**src/rtl/b16_rom_arbiter.sv**
```systemverilog
`default_nettype none
// ============================================================================
// Module   : b16_rom_arbiter
// Brief    : Two-port round-robin arbiter and read sequencer for the B16 boot ROM.
// Revision : 1.0 - initial release
// ============================================================================
module b16_rom_arbiter #(
  parameter int ADDR_W    = 32,
  parameter int DATA_W    = 16,
  parameter int ROM_BYTES = 4096,
  parameter int ROM_LAT   = 1
) (
  input  logic              clk,
  input  logic              rst,
  input  logic              req0_valid,
  output logic              req0_ready,
  input  logic [ADDR_W-1:0] req0_addr,
  output logic              rsp0_valid,
  input  logic              rsp0_ready,
  output logic [DATA_W-1:0] rsp0_data,
  output logic              rsp0_err,
  input  logic              req1_valid,
  output logic              req1_ready,
  input  logic [ADDR_W-1:0] req1_addr,
  output logic              rsp1_valid,
  input  logic              rsp1_ready,
  output logic [DATA_W-1:0] rsp1_data,
  output logic              rsp1_err,
  output logic              rom_strobe,
  output logic [ADDR_W-1:0] rom_addr,
  output logic              rom_oe,
  output logic [1:0]        rom_byte_en,
  input  logic [DATA_W-1:0] rom_rddata,
  output logic              busy
);

  localparam int                CNT_W       = (ROM_LAT > 1) ? $clog2(ROM_LAT) : 1;
  localparam logic [ADDR_W:0]   c_rom_bytes = (ADDR_W+1)'(ROM_BYTES);
  localparam logic [CNT_W-1:0]  c_cnt_init  = CNT_W'(ROM_LAT - 1);

  typedef enum logic [1:0] {
    S_IDLE   = 2'd0,
    S_ACCESS = 2'd1,
    S_WAIT   = 2'd2,
    S_RESP   = 2'd3
  } state_t;

  state_t             r_state, w_state_nxt;
  logic               r_last, w_last_nxt;
  logic               r_owner, w_owner_nxt;
  logic [CNT_W-1:0]   r_cnt, w_cnt_nxt;
  logic               r_strobe, w_strobe_nxt;
  logic               r_oe, w_oe_nxt;
  logic [ADDR_W-1:0]  r_addr, w_addr_nxt;
  logic [DATA_W-1:0]  r_data, w_data_nxt;
  logic               r_err, w_err_nxt;

  logic               w_grant0, w_grant1, w_hs, w_sel, w_in_range, w_rsp_hs;
  logic [ADDR_W-1:0]  w_req_addr;

  // On a tie the port that did not win last time gets the grant.
  assign w_grant0   = req0_valid & (~req1_valid | r_last);
  assign w_grant1   = req1_valid & (~req0_valid | ~r_last);
  assign req0_ready = (r_state == S_IDLE) & w_grant0;
  assign req1_ready = (r_state == S_IDLE) & w_grant1;
  assign w_hs       = req0_ready | req1_ready;
  assign w_sel      = req1_ready;
  assign w_req_addr = w_sel ? req1_addr : req0_addr;
  assign w_in_range = {1'b0, w_req_addr} < c_rom_bytes;
  assign w_rsp_hs   = (r_state == S_RESP) & (r_owner ? rsp1_ready : rsp0_ready);

  always_comb begin
    w_state_nxt  = r_state;
    w_last_nxt   = r_last;
    w_owner_nxt  = r_owner;
    w_cnt_nxt    = r_cnt;
    w_strobe_nxt = 1'b0;
    w_oe_nxt     = 1'b0;
    w_addr_nxt   = r_addr;
    w_data_nxt   = r_data;
    w_err_nxt    = r_err;
    case (r_state)
      S_IDLE: begin
        if (w_hs) begin
          w_last_nxt  = w_sel;
          w_owner_nxt = w_sel;
          if (w_in_range) begin
            w_state_nxt  = S_ACCESS;
            w_strobe_nxt = 1'b1;
            w_addr_nxt   = {w_req_addr[ADDR_W-1:1], 1'b0};
            w_err_nxt    = 1'b0;
          end else begin
            w_state_nxt = S_RESP;
            w_data_nxt  = '0;
            w_err_nxt   = 1'b1;
          end
        end
      end
      S_ACCESS: begin
        w_state_nxt = S_WAIT;
        w_cnt_nxt   = c_cnt_init;
        w_oe_nxt    = (c_cnt_init == '0);
      end
      S_WAIT: begin
        // OE is registered, so it is raised one cycle ahead of the capture cycle.
        if (r_cnt != '0) begin
          w_cnt_nxt = r_cnt - CNT_W'(1);
          w_oe_nxt  = (r_cnt == CNT_W'(1));
        end else begin
          w_data_nxt  = rom_rddata;
          w_state_nxt = S_RESP;
        end
      end
      S_RESP: begin
        if (w_rsp_hs) w_state_nxt = S_IDLE;
      end
      default: w_state_nxt = S_IDLE;
    endcase
  end

  always_ff @(posedge clk) begin
    if (rst) begin
      r_state  <= S_IDLE;
      r_last   <= 1'b1;
      r_owner  <= 1'b0;
      r_cnt    <= '0;
      r_strobe <= 1'b0;
      r_oe     <= 1'b0;
      r_addr   <= '0;
      r_data   <= '0;
      r_err    <= 1'b0;
    end else begin
      r_state  <= w_state_nxt;
      r_last   <= w_last_nxt;
      r_owner  <= w_owner_nxt;
      r_cnt    <= w_cnt_nxt;
      r_strobe <= w_strobe_nxt;
      r_oe     <= w_oe_nxt;
      r_addr   <= w_addr_nxt;
      r_data   <= w_data_nxt;
      r_err    <= w_err_nxt;
    end
  end

  assign rsp0_valid  = (r_state == S_RESP) & ~r_owner;
  assign rsp1_valid  = (r_state == S_RESP) & r_owner;
  assign rsp0_data   = r_data;
  assign rsp1_data   = r_data;
  assign rsp0_err    = r_err;
  assign rsp1_err    = r_err;
  assign rom_strobe  = r_strobe;
  assign rom_addr    = r_addr;
  assign rom_oe      = r_oe;
  assign rom_byte_en = 2'b11;
  assign busy        = (r_state != S_IDLE);

endmodule
`default_nettype wire

```
**config.mk**
```make
export PLATFORM = sky130hd
export DESIGN_NAME = b16_rom_arbiter
export DESIGN_NICKNAME = d
export VERILOG_FILES = /design/src/rtl/b16_rom_arbiter.sv
export SDC_FILE = /design/constraint.sdc
export NUM_CORES = 1
export LEC_CHECK = 0
export CORE_MARGIN = 8
export CORE_UTILIZATION = 31
export CTS_CLUSTER_SIZE = 28
export DETAILED_ROUTE_END_ITERATION = 10
export PLACE_DENSITY = 0.76
export SLEW_MARGIN = 20
export SYNTH_ARGS = -nofsm -noshare
export SYNTH_HDL_FRONTEND = slang
export SYNTH_SLANG_ARGS = --single-unit
```
**constraint.sdc**
```tcl
create_clock -name clk -period 2.4 [get_ports clk]
set_input_delay 0.6 -clock clk [delete_from_list [all_inputs] [get_ports clk]]
set_output_delay 0.6 -clock clk [all_outputs]
set_load 0.02 [all_outputs]
```
* Yosys cells after proc, flatten, opt, wreduce, memory -nomap -nowiden
Index checks and enable logic that the tools add are counted.
** Cells by class
- Add/sub/neg operators :: 1
- Magnitude comparators :: 1
- Eq/ne operators :: 7
- Muxes and demuxes :: 17
- Bitwise logic cells :: 16
- Reductions and logical operators :: 9
** Operators by type and width (count)
- 2-to-1 mux 16 bit :: 3
- less-than comparator 32 x 13 -> 1 bit, second input constant :: 1
- 2-to-1 mux 32 bit :: 1
- case mux 16 bit (2 select lines) :: 1
- 2-to-1 mux 2 bit :: 4
- != test 2 bit, second input constant :: 4
- case mux 2 bit (4 select lines) :: 1
- AND 1 bit :: 7
- NOT 1 bit :: 6
- AND reduction 3 bit :: 2
- nonzero test 2 bit :: 3
- 2-to-1 mux 1 bit :: 5
- equality test 2 bit, second input constant :: 2
- case mux 1 bit (2 select lines) :: 2
- AND reduction 4 bit :: 1
- OR 1 bit :: 3
- OR reduction 3 bit :: 1
- equality test 2 x 1 -> 1 bit, second input constant :: 1
- zero test 2 bit :: 1
- AND reduction 2 bit :: 1
- subtractor 1 bit, second input constant :: 1
** Word-level totals
- Bits in registers :: 55
- Output and inout port bits :: 75
- Word-level logic and storage cells :: 60

* Longest topological paths before layout
Gate-level depths: netlist (run 1).
- Word-level depth :: 9
- Depth in mapped cells :: 11
- Mapped depth without buffers :: 8

* Worst setup path after synthesis (run 1)
No wires, ideal clock.
- Path kind :: in2reg
- From :: input port req1_addr[26]
- To :: register r_data[0], in the netlist rsp0_data[0]
- Setup time :: 0.117 ns
- Arrival :: 2.169 ns
- Data required time :: 2.283 ns
- Setup slack :: 0.114 ns
- Cell stages on the path :: 7
- Buffers on the path :: 1
- Cell sequence :: or4_1 -> nor4_1 -> a31oi_2 -> o21ai_2 -> a21oi_2 -> buf_2 -> a22o_1
** Between the ends
- Word-level cells in the longest chain between the ends :: 4
** Ends and longest elaborated chain
- from (decl) :: RTL line 24 : input logic [ADDR_W-1:0] req1_addr,
- 2-to-1 mux 32 bit :: RTL line 68 : assign w_req_addr = w_sel ? req1_addr : req0_addr;
- less-than comparator 32 x 13 -> 1 bit :: RTL line 69 : assign w_in_range = {1'b0, w_req_addr} < c_rom_bytes;
- != test 2 bit (no line)
- AND reduction 4 bit (no line)
- to (signal assigned) :: RTL line 140 : r_data <= w_data_nxt;
- to (decl) :: RTL line 55 : logic [DATA_W-1:0] r_data, w_data_nxt;
No other way between the ends.
A chain may end at the register's enable or synchronous reset.

* Worst setup path in the final report (run 1)
- From :: input port req1_addr[16]
- To :: register r_data[0], in the netlist rsp0_data[0]
The elaborated chain is that of the path after synthesis.

==> flow_summary.json, run 1 <==
{
  "p_sw_uw": 923,
  "clock_path_buffers": 2,
  "mappedNetlistArea_um2": 2240,
  "vias": 2182,
  "power_mw": 2.68,
  "yosys_warnings": 0,
  "port_buffers": 155,
  "drt-vias-per-instance": 4.53,
  "leakagePower_nw": 1.63,
  "placed_area_um2": 3870,
  "drive_gt1_share_pct": 14.6,
  "syn_to_final_growth_pct": 84.2,
  "grt_max_degree": 22,
  "num_antenna_cells": 0,
  "ys_seq_area_share_pct": 48.2,
  "dr.pass1.iters": 4,
  "grt-ovfl-total": 0,
  "antenna_found_initial": 0,
  "synth.distinct_cells": 34,
  "setup_viol": 0,
  "finalHoldViolCount": 0,
  "slew_viol_final": 0,
  "path_max_fanout": 8,
  "die_x_um": 101,
  "track_usage_pct": 14.0,
  "synth_flop_cell": "dfxtp_1",
  "synth_cells": 228,
  "drc_errors": 0,
  "place_inst": 468,
  "cp_data_arrival_time_ns": 2.52,
  "synth_largest_area_cell": "dfxtp_1",
  "cp-start-kind": "input pin",
  "worstSetupEndpointType": "flop",
  "h-tree-depth": 2,
  "max-vdd-ir-drop_v": 0.000258,
  "rows": 31,
  "clock_latency_ns": 0.30,
  "gp_routability_congestion": 0.718,
  "postLayoutCellArea_um2": 4130,
  "die_h_um": 101,
  "io_pins": 161,
  "p_sw_share_pct": 34.4,
  "die_area_um2": 10200,
  "grt_pass1_vias": 2329,
  "core_um2": 7140,
  "status": "completed",
  "p_comb_share_pct": 43.4,
  "synth_seq_cells": 54,
  "grt_pass1_wl_mm": 11.3,
  "skew_ns": 0.00549,
  "period_minus_slack_ns": 2.32,
  "cts_root_buf": "clkbuf_8",
  "antenna_left": 0,
  "synth.avg_cell_area_um2": 9.84,
  "final_cell_count_no_fill": 482,
  "crit_start": "req1_addr[16]",
  "cts_tree": "done",
  "hpwl_mm": 5.80,
  "hp-class": "flop to flop",
  "initial_core_util_pct": 31.5,
  "routed_wl_mm": 7.53,
  "fmax_mhz": 431,
  "synth_edf_count": 0,
  "timing.rr.start": "r_state[0]$_SDFFE_PP0P_",
  "utilization_pct": 57.9,
  "clockPowerShare_pct": 18.2,
  "wl_per_cell_um": 15.6,
  "p_per_area_nw_per_um2": 649,
  "critPathRequiredTime_ns": 2.60,
  "clk_pin_slew_ns": 0.09,
  "initialDrtViolationCount": 13,
  "nFillCells": 640,
  "maxCapViolCount": 0,
  "intPower_mw": 1.76,
  "yosysTopAreaCellShare_pct": 48.2,
  "async_flop_share_pct": 0,
  "cts_buffers": 5,
  "p_seq_share_pct": 38.4,
  "period_share_pct": 96.7,
  "min_from": "rom_addr[27]$_SDFFE_PP0P_",
  "clock-sinks": 54,
  "fin_nets": 474,
  "critPathKind": "input pin to flop",
  "ys_top_cells_by_area": "dfxtp_1, buf_4, a22o_1, and2_1, a311oi_2"
}
-- layer usage --
layer / up-vias / GRT usage [%] / routed length, um
li1: 1073 / - / -
met1: 995 / 14.6 / 2960
met2: 107 / 25.6 / 3690
met3: 7 / 5.46 / 812
met4: 0 / 3.44 / 70
met5: - / 0 / 0
-- cells in the mapped netlist, types with 2 or more instances --
master,instances
a211o_1,2
a21oi_1,4
a22o_1,16
a311oi_1,2
a311oi_2,9
and2_1,22
buf_2,2
buf_4,22
buf_6,2
clkbuf_1,5
conb_1,2
dfxtp_1,54
ha_1,5
inv_1,6
nand2_1,27
nand2b_1,3
nor2_1,18
nor4_1,9
or4_1,3
-- final cells by class --
type	instances	area, um^2	share of cell area [%]
inverter	6	22.5	0.545
clock buffer	5	68.8	1.66
multi-input combinational	138	1010	24.4
tap	99	124	3.00
sequential	54	1080	26.2
timing repair buffer	178	1820	43.9
clock inverter	2	15.0	0.363
-- through the flow --
step                TNS (ns)  hold slack [ns]  setup WS, ns
finish                     0            0.464        0.0786
global route         -0.0319            0.483       -0.0187
CTS                        0            0.470      0.000678
detailed placement    -21.13            0.443        -0.488
global placement      -19.86            0.442        -0.450
floorplan                  0            0.464         0.114
-- placed cells by master, fill, tap and decap left out, drive strengths merged, types with 7 or more instances in the layout --
cell type      count
nor2              18
dlymetal6s2s       8
nand2             28
a311oi            11
buf               24
dfxtp             54
clkbuf             7
nor4               9
a22o              16
clkdlybuf4s50    141
and2              22
-- state kept, by name, summed over array words and instances, names as in the netlist --
name        cells
rom_oe          1
rsp0_data      16
r_last          1
rom_addr       31
rsp0_err        1
r_owner         1
r_state         2
rom_strobe      1
-- power groups by stage --
stage	logic [mW]	clock network, mW	registers [mW]
final	1.17	0.488	1.03
after CTS	1.18	0.514	1.03
after global placement	1.03	0	1.05
after detailed placement	1.05	0	1.05
after global routing	1.26	0.546	1.04
after floorplan	0.524	0	1.10
-- critical path: stages --
cell and delay, ns:
clkdlybuf4s50_1 0.42, nor4_2 0.27, nand2_1 0.10, o31a_1 0.37
buf_6 0.15, o21ai_4 0.17, buf_6 0.12, a21oi_4 0.08
a22o_1 0.24
-- repair_timing --
action	CTS	global route
endpoints found under the hold margin	0	0
endpoints found under the setup margin	50	36
hold buffers	0	0
buffers inserted	3	1
pin swaps	11	21
resized for setup	23	17
gates cloned	2	1
-- worst paths after layout --
check,to,slack (ns),cells past startpoint
max,rsp0_data[0]$_SDFFE_PP0P_,0.08,9
min,rom_addr[27]$_SDFFE_PP0P_,0.46,1
max reg2reg,rsp0_data[0]$_SDFFE_PP0P_,0.20,10
min reg2reg,rom_addr[27]$_SDFFE_PP0P_,0.46,1
-- cell families (layout without fill, tap and decap cells) --
logic type,Yosys count,in the layout,synth area share [%]
and+or+nand+nor,87,87,19.8
AOI/OAI and AO/OA,42,43,18.1
DFF,54,54,48.2
other,2,3,0.335
buffers and inverters,38,191,10.8
adders and majority gates,5,5,2.79
No activity file was read; power rests on OpenSTA's default activity.
==> inputs of run 2 (changes only) <==
CTS_CLUSTER_DIAMETER = 50   (was not set)
==> results of run 2 <==
The final DEF is identical to that of run 1; final timing and power are the same.
